--- config.mk ---
export PLATFORM = sky130hd
export DESIGN_NAME = sr_bank_arbiter
export DESIGN_NICKNAME = d
export VERILOG_FILES = /design/src/rtl/sr_bank_pkg.sv /design/src/rtl/sr_toggle_cell.sv /design/src/rtl/sr_bank_arbiter.sv
export SDC_FILE = /design/constraint.sdc
export NUM_CORES = 1
export LEC_CHECK = 0
export BUFFER_PORTS_ARGS = -buffer_cell sky130_fd_sc_hd__buf_2
export CAP_MARGIN = 25
export CORE_MARGIN = 2
export CORE_UTILIZATION = 50
export CTS_CLUSTER_SIZE = 14
export DETAILED_ROUTE_END_ITERATION = 10
export PLACE_DENSITY = 0.76
export SETUP_SLACK_MARGIN = 0.02
export SYNTH_ARGS = -nofsm -noshare
export SYNTH_HDL_FRONTEND = slang
export SYNTH_SLANG_ARGS = --single-unit
--- constraint.sdc ---
create_clock -name i_clock -period 4.8 [get_ports i_clock]
set_clock_uncertainty 0.2 [all_clocks]
set_input_delay 0.48 -clock i_clock [delete_from_list [all_inputs] [get_ports i_clock]]
set_output_delay 0.48 -clock i_clock [all_outputs]
set_load 0.05 [all_outputs]
--- src/rtl/sr_bank_pkg.sv ---
// Shared definitions for the SR state-bit bank arbiter.
//   CMD_*    : command encoding of the {s, r} pair carried by each request
//   sr_to_t  : toggle enable that makes a T cell behave as an SR latch bit
package sr_bank_pkg;

    localparam logic [1:0] CMD_HOLD    = 2'b00;
    localparam logic [1:0] CMD_RESET   = 2'b01;
    localparam logic [1:0] CMD_SET     = 2'b10;
    localparam logic [1:0] CMD_ILLEGAL = 2'b11;

    // Toggle only when the requested level differs from the current one:
    // a set of a clear bit, or a reset of a set bit.
    function automatic logic sr_to_t(
        input logic s,
        input logic r,
        input logic q,
        input logic q_bar
    );
        return (s & q_bar) | (r & q);
    endfunction

endpackage

--- src/rtl/sr_toggle_cell.sv ---
// One state bit of the bank, built as a toggle cell.
//   i_clock : rising-edge clock
//   i_rst   : synchronous active-low reset (q=0, q_bar=1)
//   i_t     : toggle enable; flips q and q_bar together when 1
//   o_q     : stored bit
//   o_q_bar : complement of the stored bit
module sr_toggle_cell (
    input  logic i_clock,
    input  logic i_rst,
    input  logic i_t,
    output logic o_q,
    output logic o_q_bar
);

    logic r_q;
    logic r_q_bar;

    // Both rails are stored and flipped together so they can never diverge.
    always_ff @(posedge i_clock) begin
        if (!i_rst) begin
            r_q     <= 1'b0;
            r_q_bar <= 1'b1;
        end else if (i_t) begin
            r_q     <= ~r_q;
            r_q_bar <= ~r_q_bar;
        end
    end

    assign o_q     = r_q;
    assign o_q_bar = r_q_bar;

endmodule

--- src/rtl/sr_bank_arbiter.sv ---
// Round-robin arbiter in front of a bank of SR-behaving state bits.
// One command per cycle is granted, applied to the bank, and answered
// with a registered one-cycle acknowledge carrying the resulting bit value.
//   i_clock     : rising-edge clock
//   i_rst       : synchronous active-low reset
//   i_req_valid : per-requester command valid, held until acknowledged
//   i_req_s     : per-requester set bit
//   i_req_r     : per-requester reset bit
//   i_req_idx   : per-requester bit index, requester k at [k*IDXW +: IDXW]
//   o_ack       : one-hot acknowledge pulse for the serviced requester
//   o_rsp_q     : target bit value after the command (valid with o_ack)
//   o_rsp_err   : command was illegal (s=r=1) or index out of range
//   o_q         : bank state
//   o_q_bar     : complement of the bank state
module sr_bank_arbiter
    import sr_bank_pkg::*;
#(
    parameter int NREQ  = 4,
    parameter int NBITS = 8,
    parameter int IDXW  = 3
) (
    input  logic                 i_clock,
    input  logic                 i_rst,
    input  logic [NREQ-1:0]      i_req_valid,
    input  logic [NREQ-1:0]      i_req_s,
    input  logic [NREQ-1:0]      i_req_r,
    input  logic [NREQ*IDXW-1:0] i_req_idx,
    output logic [NREQ-1:0]      o_ack,
    output logic                 o_rsp_q,
    output logic                 o_rsp_err,
    output logic [NBITS-1:0]     o_q,
    output logic [NBITS-1:0]     o_q_bar
);

    localparam int PTRW = (NREQ > 1) ? $clog2(NREQ) : 1;

    logic [PTRW-1:0]  r_ptr;
    logic [NREQ-1:0]  r_ack;
    logic             r_rsp_q;
    logic             r_rsp_err;

    logic [NREQ-1:0]  w_elig;
    logic             w_any;
    logic [PTRW-1:0]  w_win;
    logic [PTRW-1:0]  w_ptr_next;
    logic [NREQ-1:0]  w_ack_next;
    logic             w_s;
    logic             w_r;
    logic [IDXW-1:0]  w_idx;
    logic             w_illegal;
    logic             w_in_range;
    logic             w_cur_q;
    logic             w_cur_q_bar;
    logic             w_t_en;
    logic             w_post_q;
    logic [NBITS-1:0] w_t;
    logic [NBITS-1:0] w_q;
    logic [NBITS-1:0] w_q_bar;

    // A requester acknowledged this cycle still shows its held valid;
    // masking it keeps the same command from being served twice.
    assign w_elig = i_req_valid & ~r_ack;

    // Scan upward from the pointer, wrapping at NREQ; first eligible wins.
    always_comb begin
        int j;
        w_any = 1'b0;
        w_win = '0;
        for (int i = 0; i < NREQ; i++) begin
            j = int'(r_ptr) + i;
            if (j >= NREQ) begin
                j = j - NREQ;
            end
            if (!w_any && w_elig[j]) begin
                w_any = 1'b1;
                w_win = PTRW'(j);
            end
        end
    end

    assign w_ptr_next = (w_win == PTRW'(NREQ - 1)) ? '0 : w_win + PTRW'(1);

    // Fetch the winning requester's command.
    always_comb begin
        w_s   = 1'b0;
        w_r   = 1'b0;
        w_idx = '0;
        for (int k = 0; k < NREQ; k++) begin
            if (w_win == PTRW'(k)) begin
                w_s   = i_req_s[k];
                w_r   = i_req_r[k];
                w_idx = i_req_idx[k*IDXW +: IDXW];
            end
        end
    end

    always_comb begin
        unique case ({w_s, w_r})
            CMD_HOLD, CMD_SET, CMD_RESET: w_illegal = 1'b0;
            CMD_ILLEGAL:                  w_illegal = 1'b1;
            default:                      w_illegal = 1'b0;
        endcase
    end

    assign w_in_range = (int'(w_idx) < NBITS);

    // Current level of the target bit; reads as 0 when out of range.
    always_comb begin
        w_cur_q     = 1'b0;
        w_cur_q_bar = 1'b1;
        for (int i = 0; i < NBITS; i++) begin
            if (w_idx == IDXW'(i)) begin
                w_cur_q     = w_q[i];
                w_cur_q_bar = w_q_bar[i];
            end
        end
    end

    assign w_t_en   = w_any & ~w_illegal & w_in_range
                    & sr_to_t(w_s, w_r, w_cur_q, w_cur_q_bar);
    assign w_post_q = w_cur_q ^ w_t_en;

    generate
        for (genvar gi = 0; gi < NBITS; gi++) begin : g_bit
            assign w_t[gi] = w_t_en & (w_idx == IDXW'(gi));

            sr_toggle_cell u_cell (
                .i_clock (i_clock),
                .i_rst   (i_rst),
                .i_t     (w_t[gi]),
                .o_q     (w_q[gi]),
                .o_q_bar (w_q_bar[gi])
            );
        end

        for (genvar gi = 0; gi < NREQ; gi++) begin : g_ack
            assign w_ack_next[gi] = w_any & (w_win == PTRW'(gi));
        end
    endgenerate

    // Response registers hold their last value across idle cycles.
    always_ff @(posedge i_clock) begin
        if (!i_rst) begin
            r_ptr     <= '0;
            r_ack     <= '0;
            r_rsp_q   <= 1'b0;
            r_rsp_err <= 1'b0;
        end else begin
            r_ack <= w_ack_next;
            if (w_any) begin
                r_ptr     <= w_ptr_next;
                r_rsp_q   <= w_post_q;
                r_rsp_err <= w_illegal | ~w_in_range;
            end
        end
    end

    assign o_ack     = r_ack;
    assign o_rsp_q   = r_rsp_q;
    assign o_rsp_err = r_rsp_err;
    assign o_q       = w_q;
    assign o_q_bar   = w_q_bar;

endmodule
======== Word level (Yosys, flattened, before mapping) ========
Index checks and enable logic that the tools add are counted.
operators by class
  add/sub/neg operators ................... 8
  order comparisons ....................... 8
  equality and inequality tests ........... 13
  muxes and demuxes ....................... 54
  bitwise operators ....................... 37
  reduce and logical (&&, ||, !) cells .... 10
operator list
  kind                                                  number
  < comparator 32 x 4 -> 1 bit (second input constant)  4
  2-to-1 mux 32 bit                                     4
  2-to-1 mux 1 bit                                      36
  inverter 1 bit                                        17
  AND 1 bit                                             16
  equality test 3 bit (second input constant)           4
  2-to-1 mux 3 bit                                      4
  subtractor 3 x 3 -> 4 bit (second input constant)     3
  2-to-1 mux 2 bit                                      5
  >= comparator 3 bit (second input constant)           3
  binary-select mux 1 bit (select 2 bit)                4
  equality test 2 bit (second input constant)           4
  adder 2 x 2 -> 3 bit (second input constant)          2
  equality test 3 x 2 -> 1 bit (second input constant)  2
  AND 4 bit                                             1
  equality test 2 x 1 -> 1 bit (second input constant)  2
  zero test 2 bit                                       2
  inverter 4 bit                                        1
  subtractor 2 x 3 -> 4 bit (second input constant)     1
  adder 2 x 1 -> 3 bit (second input constant)          1
  equality test 3 x 1 -> 1 bit (second input constant)  1
  >= comparator 2 x 3 -> 1 bit (second input constant)  1
  logical AND 1 bit                                     3
  zero test 1 bit                                       3
  6 further kinds                                       6
storage, ports and cells
  register bits ........................... 24
  input bits .............................. 26
  output and inout port bits .............. 22
  logic and storage cells ................. 150

======== Longest topological paths before layout ========
  depth in word-level cells ............... 33
  depth in mapped cells ................... 16
  gate-level depth less buffers ........... 14

======== Hierarchy ========
A second synthesis with hierarchy kept.
second synthesis, totals
  cells, all modules ...................... 170
  area, all modules ....................... 1491.4 um2
by module, submodules not included
  module           instances  cells each  area an instance (um2)  seq. area each (um2)
  sr_bank_arbiter  1          122         950.9                   160.2
  sr_toggle_cell   8          6           67.6                    40.0

======== Worst setup path before layout ========
No wires, ideal clock.
  kind .................................... reg-to-reg
  start ................................... reg r_ack[1], in the netlist o_ack[1]
  end ..................................... reg g_bit[1].u_cell.r_q_bar
  setup time .............................. 0.123 ns
  arrival time ............................ 3.534 ns
  required time ........................... 4.477 ns
  slack ................................... 0.943 ns
  cell stages (with the launch flop) ...... 16
  path buffers ............................ 3
  clock period less this slack ............ 3.857 ns
  cell sequence ........................... dfxtp_1 nor2b_1 nor2_1 and3_1 clkbuf_1 nor2_1 ha_1 buf_6 nand3b_1 a211o_1 buf_6 mux2i_1 a32oi_2 o2111ai_2 a21oi_1 mux2_1
between the ends
  cells in the longest elaborated chain, start to end .. 33
  elaborated cells between the ends (all ways) .. 81
  those cells by class .................... 13 x eq/ne; 49 x mux; 9 x bitwise; 10 x reduce/logical
RTL lines
  item                                                 line                    source
  start: declaration                                   sr_bank_arbiter.sv:38   logic [NREQ-1:0] r_ack;
  start signal: assignment                             sr_bank_arbiter.sv:149  r_ack <= w_ack_next;
  inverter 4 bit (*)                                   sr_bank_arbiter.sv:62   assign w_elig = i_req_valid & ~r_ack;
  AND 4 bit (*)                                        sr_bank_arbiter.sv:62
  binary-select mux 1 bit (select 2 bit)               sr_bank_arbiter.sv:74   if (!w_any && w_elig[j]) begin
  2-to-1 mux 1 bit (implied by the code) (2 in a row)  sr_bank_arbiter.sv:74
  2-to-1 mux 1 bit                                     sr_bank_arbiter.sv:74
  zero test 1 bit                                      sr_bank_arbiter.sv:74
  logical AND 1 bit                                    sr_bank_arbiter.sv:74
  2-to-1 mux 1 bit                                     sr_bank_arbiter.sv:74
  [6 not listed]                                       -
  zero test 2 bit                                      sr_bank_arbiter.sv:89   if (w_win == PTRW'(k)) begin
  2-to-1 mux 3 bit (4 in a row)                        sr_bank_arbiter.sv:89
  zero test 3 bit                                      sr_bank_arbiter.sv:112  if (w_idx == IDXW'(i)) begin
  2-to-1 mux 1 bit (8 in a row)                        sr_bank_arbiter.sv:112
  AND 1 bit                                            sr_bank_pkg.sv:19       return (s & q_bar) | (r & q);
  bitwise OR 1 bit                                     sr_bank_pkg.sv:19
  AND 1 bit                                            sr_bank_arbiter.sv:120  & sr_to_t(w_s, w_r, w_cur_q, w_cur_q_bar);
  AND 1 bit (*)                                        sr_bank_arbiter.sv:125  assign w_t[gi] = w_t_en & (w_idx == IDXW'(gi));
  end signal: assignment                               sr_toggle_cell.sv:25    r_q_bar <= ~r_q_bar;
  end: declaration                                     sr_toggle_cell.sv:16    logic r_q_bar;
Mark *: on every way between the ends. The rest lies on a longest branch, timed or not. The select of a mux whose other input is x is not followed.
A chain may end at the register's enable or synchronous reset.

======== Final worst setup path ========
  start ................................... reg r_ack[1], in the netlist o_ack[1]
  end ..................................... reg g_bit[5].u_cell.r_q_bar
between the ends
  cells in the longest elaborated chain, start to end .. 33
  elaborated cells between the ends (all ways) .. 81
  those cells by class .................... 13 x eq/ne; 49 x mux; 9 x bitwise; 10 x reduce/logical
RTL lines
  item                                                 line
  inverter 4 bit (*)                                   sr_bank_arbiter.sv:62
  AND 4 bit (*)                                        sr_bank_arbiter.sv:62
  binary-select mux 1 bit (select 2 bit)               sr_bank_arbiter.sv:74
  2-to-1 mux 1 bit (implied by the code) (2 in a row)  sr_bank_arbiter.sv:74
  2-to-1 mux 1 bit                                     sr_bank_arbiter.sv:74
  zero test 1 bit                                      sr_bank_arbiter.sv:74
  logical AND 1 bit                                    sr_bank_arbiter.sv:74
  2-to-1 mux 1 bit                                     sr_bank_arbiter.sv:74
  [6 not listed]                                       -
  zero test 2 bit                                      sr_bank_arbiter.sv:89
  2-to-1 mux 3 bit (4 in a row)                        sr_bank_arbiter.sv:89
  zero test 3 bit                                      sr_bank_arbiter.sv:112
  2-to-1 mux 1 bit (8 in a row)                        sr_bank_arbiter.sv:112
  AND 1 bit                                            sr_bank_pkg.sv:19
  bitwise OR 1 bit                                     sr_bank_pkg.sv:19
  AND 1 bit                                            sr_bank_arbiter.sv:120
  AND 1 bit (*)                                        sr_bank_arbiter.sv:125
  end signal: assignment                               sr_toggle_cell.sv:25
  end: declaration                                     sr_toggle_cell.sv:16
Marked as above.

==> key figures <==
Status
  • Outcome: finished, final reports clean

Synthesis
  • Primary FF master, synth: dfxtp_1
  • Post-synth top cells: nand2_1 (30), dfxtp_1 (24), buf_4 (17), nand2b_1 (17), mux2i_1 (11)
  • Asr flop ratio synth: 0%
  • Post-Synthesis Cells: around 210
  • Yosys top cell by area: dfxtp_1
  • Mapped Area: roughly 1800 um2
  • Post-synth EDFFs: 0
  • Count leader, synth: nand2_1
  • Post-synthesis net count: between 200 and 250
  • Cell variety after synth: 53
  • Synth top area cells: dfxtp_1 (27%), buf_4 (7.0%), nand2_1 (6.2%)
  • Top-area cell type share of the netlist area: a little over a quarter
  • Synth warnings: 0
  • Post-synthesis sequential area ratio: 26.50%
  • Post-Synthesis Mean Instance Area: between 8 and 9 um2
  • Seq cells post-synth: 24

STA
  • Max Clock Freq: between 0.2 and 0.25 GHz
  • RSZ-0062 raised after global routing: no
  • Fin. Hold Viols: 0
  • Period utilisation layout: 84.49%
  • Slew @ Worst Pin: 0.5705 ns
  • Setup TNS Final: 0 ns
  • Final setup violation count: 0
  • Final min period: just over 4 ns
  • Slew HR: around three fifths
  • Final worst slack: roughly 0.74 ns
  • Fin. max-slew vios: 0

Placed design
  • Pre-CTS setup slack: about 0.49 ns
  • Final Wtd Congestion: 0.8758
  • Post-DP HPWL: around 3000 um
  • Dpl cells: between 200 and 300
  • PortBufs: 47

Cells and area
  • Layout cell share with drive strength beyond 1: 29.71%
  • Number of diodes: 0
  • Number of fill cells in the layout: around 330
  • Area Growth Syn to Fin: 9.524%
  • Fin cells: 285
  • Layout net count: between 200 and 300

Routing
  • DR iter-0 viols: 63
  • Avg WL per Cell: approximately 13 um
  • Vias per Instance: roughly 5.5
  • Via count: approximately 1600
  • Drc violations: 0
  • Final ANT Viol Nets: 0
  • Total Wirelength: around 3800 um
  • Pre-antenna DRT Iters: 4

Worst setup path
  • Critical path type: flip-flop to flip-flop
  • Crit path launch: o_ack[1]
  • CP arrival: approximately 4.1 ns
  • Peak fanout along the critical path: 8
  • Critical Path Sink Type: flip-flop
  • Reg-to-Reg End: g_bit[5].u_cell.o_q_bar
  • Reg2Reg Launch Point: o_ack[1]
  • Worst reg-to-reg setup slack: about 0.74 ns
  • Worst Setup EP: g_bit[5].u_cell.o_q_bar
  • Critical path launch point type: flip-flop
  • R2R depth: 14
  • Worst Path Required: a little under 5 ns

CTS
  • CTS tree: yes
  • Max Buffers Root-to-Sink: 2
  • Sink Count: 24
  • H-tree Lvls: 1
  • Clk pin slew, worst setup/hold paths: about 0.14 ns
  • Total CTS buffers: 3
  • CTS resizes: 0
  • Hold_buf cts: 0
  • Root buf cell: clkbuf_4
  • Setup Buffers After CTS: 0
  • Clk Latency, worst-skew pair: approximately 0.32 ns

Global route
  • Initial antenna violation count: 0
  • Largest net degree at the start of global routing: 39
  • Grt total ovfl: 0
  • Number of global-route vias before repair: about 1400
  • GR Util All Layers: between 10% and 20%
  • First-pass GRT wire length: between 6000 and 7000 um

Floorplanning
  • Vert. Die Dim: roughly 64 um
  • Die area: slightly above 4000 um2
  • Ports: between 40 and 50
  • Initial core utilization: between 50 and 60%
  • Die X: about 64 um
  • Core Footprint: around 3400 um2
  • Row count: 21

Min path
  • Hold path depth: 2
  • Worst Hold Class: flip-flop to flip-flop
  • Min-delay src: o_rsp_err

Run
  • Max cap viols: 0
per-stage QoR:
stage | cell area [um2] | hold WS [ns] | utilization [%]
after floorplan | 1813 | 0.2554 | -
after global placement | 1933 | 0.2571 | 56.59
after detailed placement | 1933 | 0.2598 | 56.59
after CTS | 1986 | 0.2784 | 58.13
after global routing | 1986 | 0.2930 | 58.13
final | 1986 | 0.2722 | 58.13
critical path: stages (launching register included):
cell and delay, ns:
dfxtp_1 0.33, nor2b_1 0.22, nor2_1 0.10, and3_1 0.25
nor2_1 0.23, inv_1 0.10, ha_1 0.30, nor3b_1 0.20
a311oi_2 0.53, buf_4 0.26, nand2_1 0.10, a32oi_2 0.30
nand4_2 0.19, a21oi_1 0.29, mux2_1 0.35
worst min path at each step:
stage                                     end
final                               o_rsp_err
after global routing                o_rsp_err
after CTS                           o_rsp_err
after detailed placement            o_rsp_err
after global placement              o_rsp_err
after floorplan           g_bit[7].u_cell.o_q
flip-flops by register name, summed over array words and instances (netlist names):
register	cells
o_rsp_err	1
g_bit.u_cell.o_q_bar	8
g_bit.u_cell.o_q	8
r_ptr	2
o_rsp_q	1
o_ack	4
cell type report:
class | count | area, um2 | share of cell area (%)
Multi-Input combinational cell | 158 | 1134 | 57.09
Inverter | 5 | 18.77 | 0.9452
Clock buffer | 3 | 22.52 | 1.134
Clock inverter | 1 | 30.03 | 1.512
Sequential cell | 24 | 480.5 | 24.20
Timing Repair Buffer | 48 | 242.7 | 12.22
Tap cell | 46 | 57.56 | 2.899
per-layer routing:
layer	vias to the layer above	track usage, %	share of wire (%)
met1	714	23.05	44
met5	-	0	0
met2	47	32.68	49
met3	11	2.641	4.7
met4	0	7.713	2.2
li1	808	-	-
cell families after synthesis:
group                      after synthesis  synth area share [%]
adders and majority gates                4                 2.761
muxes                                   18                 10.42
xor gates and xnor gates                 2                0.9664
buffers and inverters                   30                 10.97
and+or+nand+nor                         90                 27.54
DFF                                     24                 26.50
AOI/OAI and AO/OA                       44                 20.84
placed cells by master (no fill, tap or decap), drive strengths merged, types with 4 or more instances in the layout:
| master | count |
|---|---|
| and3 | 7 |
| nor2 | 8 |
| o21ai | 4 |
| ha | 4 |
| nor3 | 4 |
| nand2 | 30 |
| a21boi | 4 |
| mux2 | 7 |
| nand3 | 6 |
| nand2b | 18 |
| inv | 5 |
| dfxtp | 24 |
| mux2i | 11 |
| buf | 48 |
| a21oi | 9 |
| nor2b | 4 |
| nand3b | 4 |
Power is left out: the tool's default activity adds up to more than one toggle a clock period on the data nets, which glitch-free logic cannot reach.
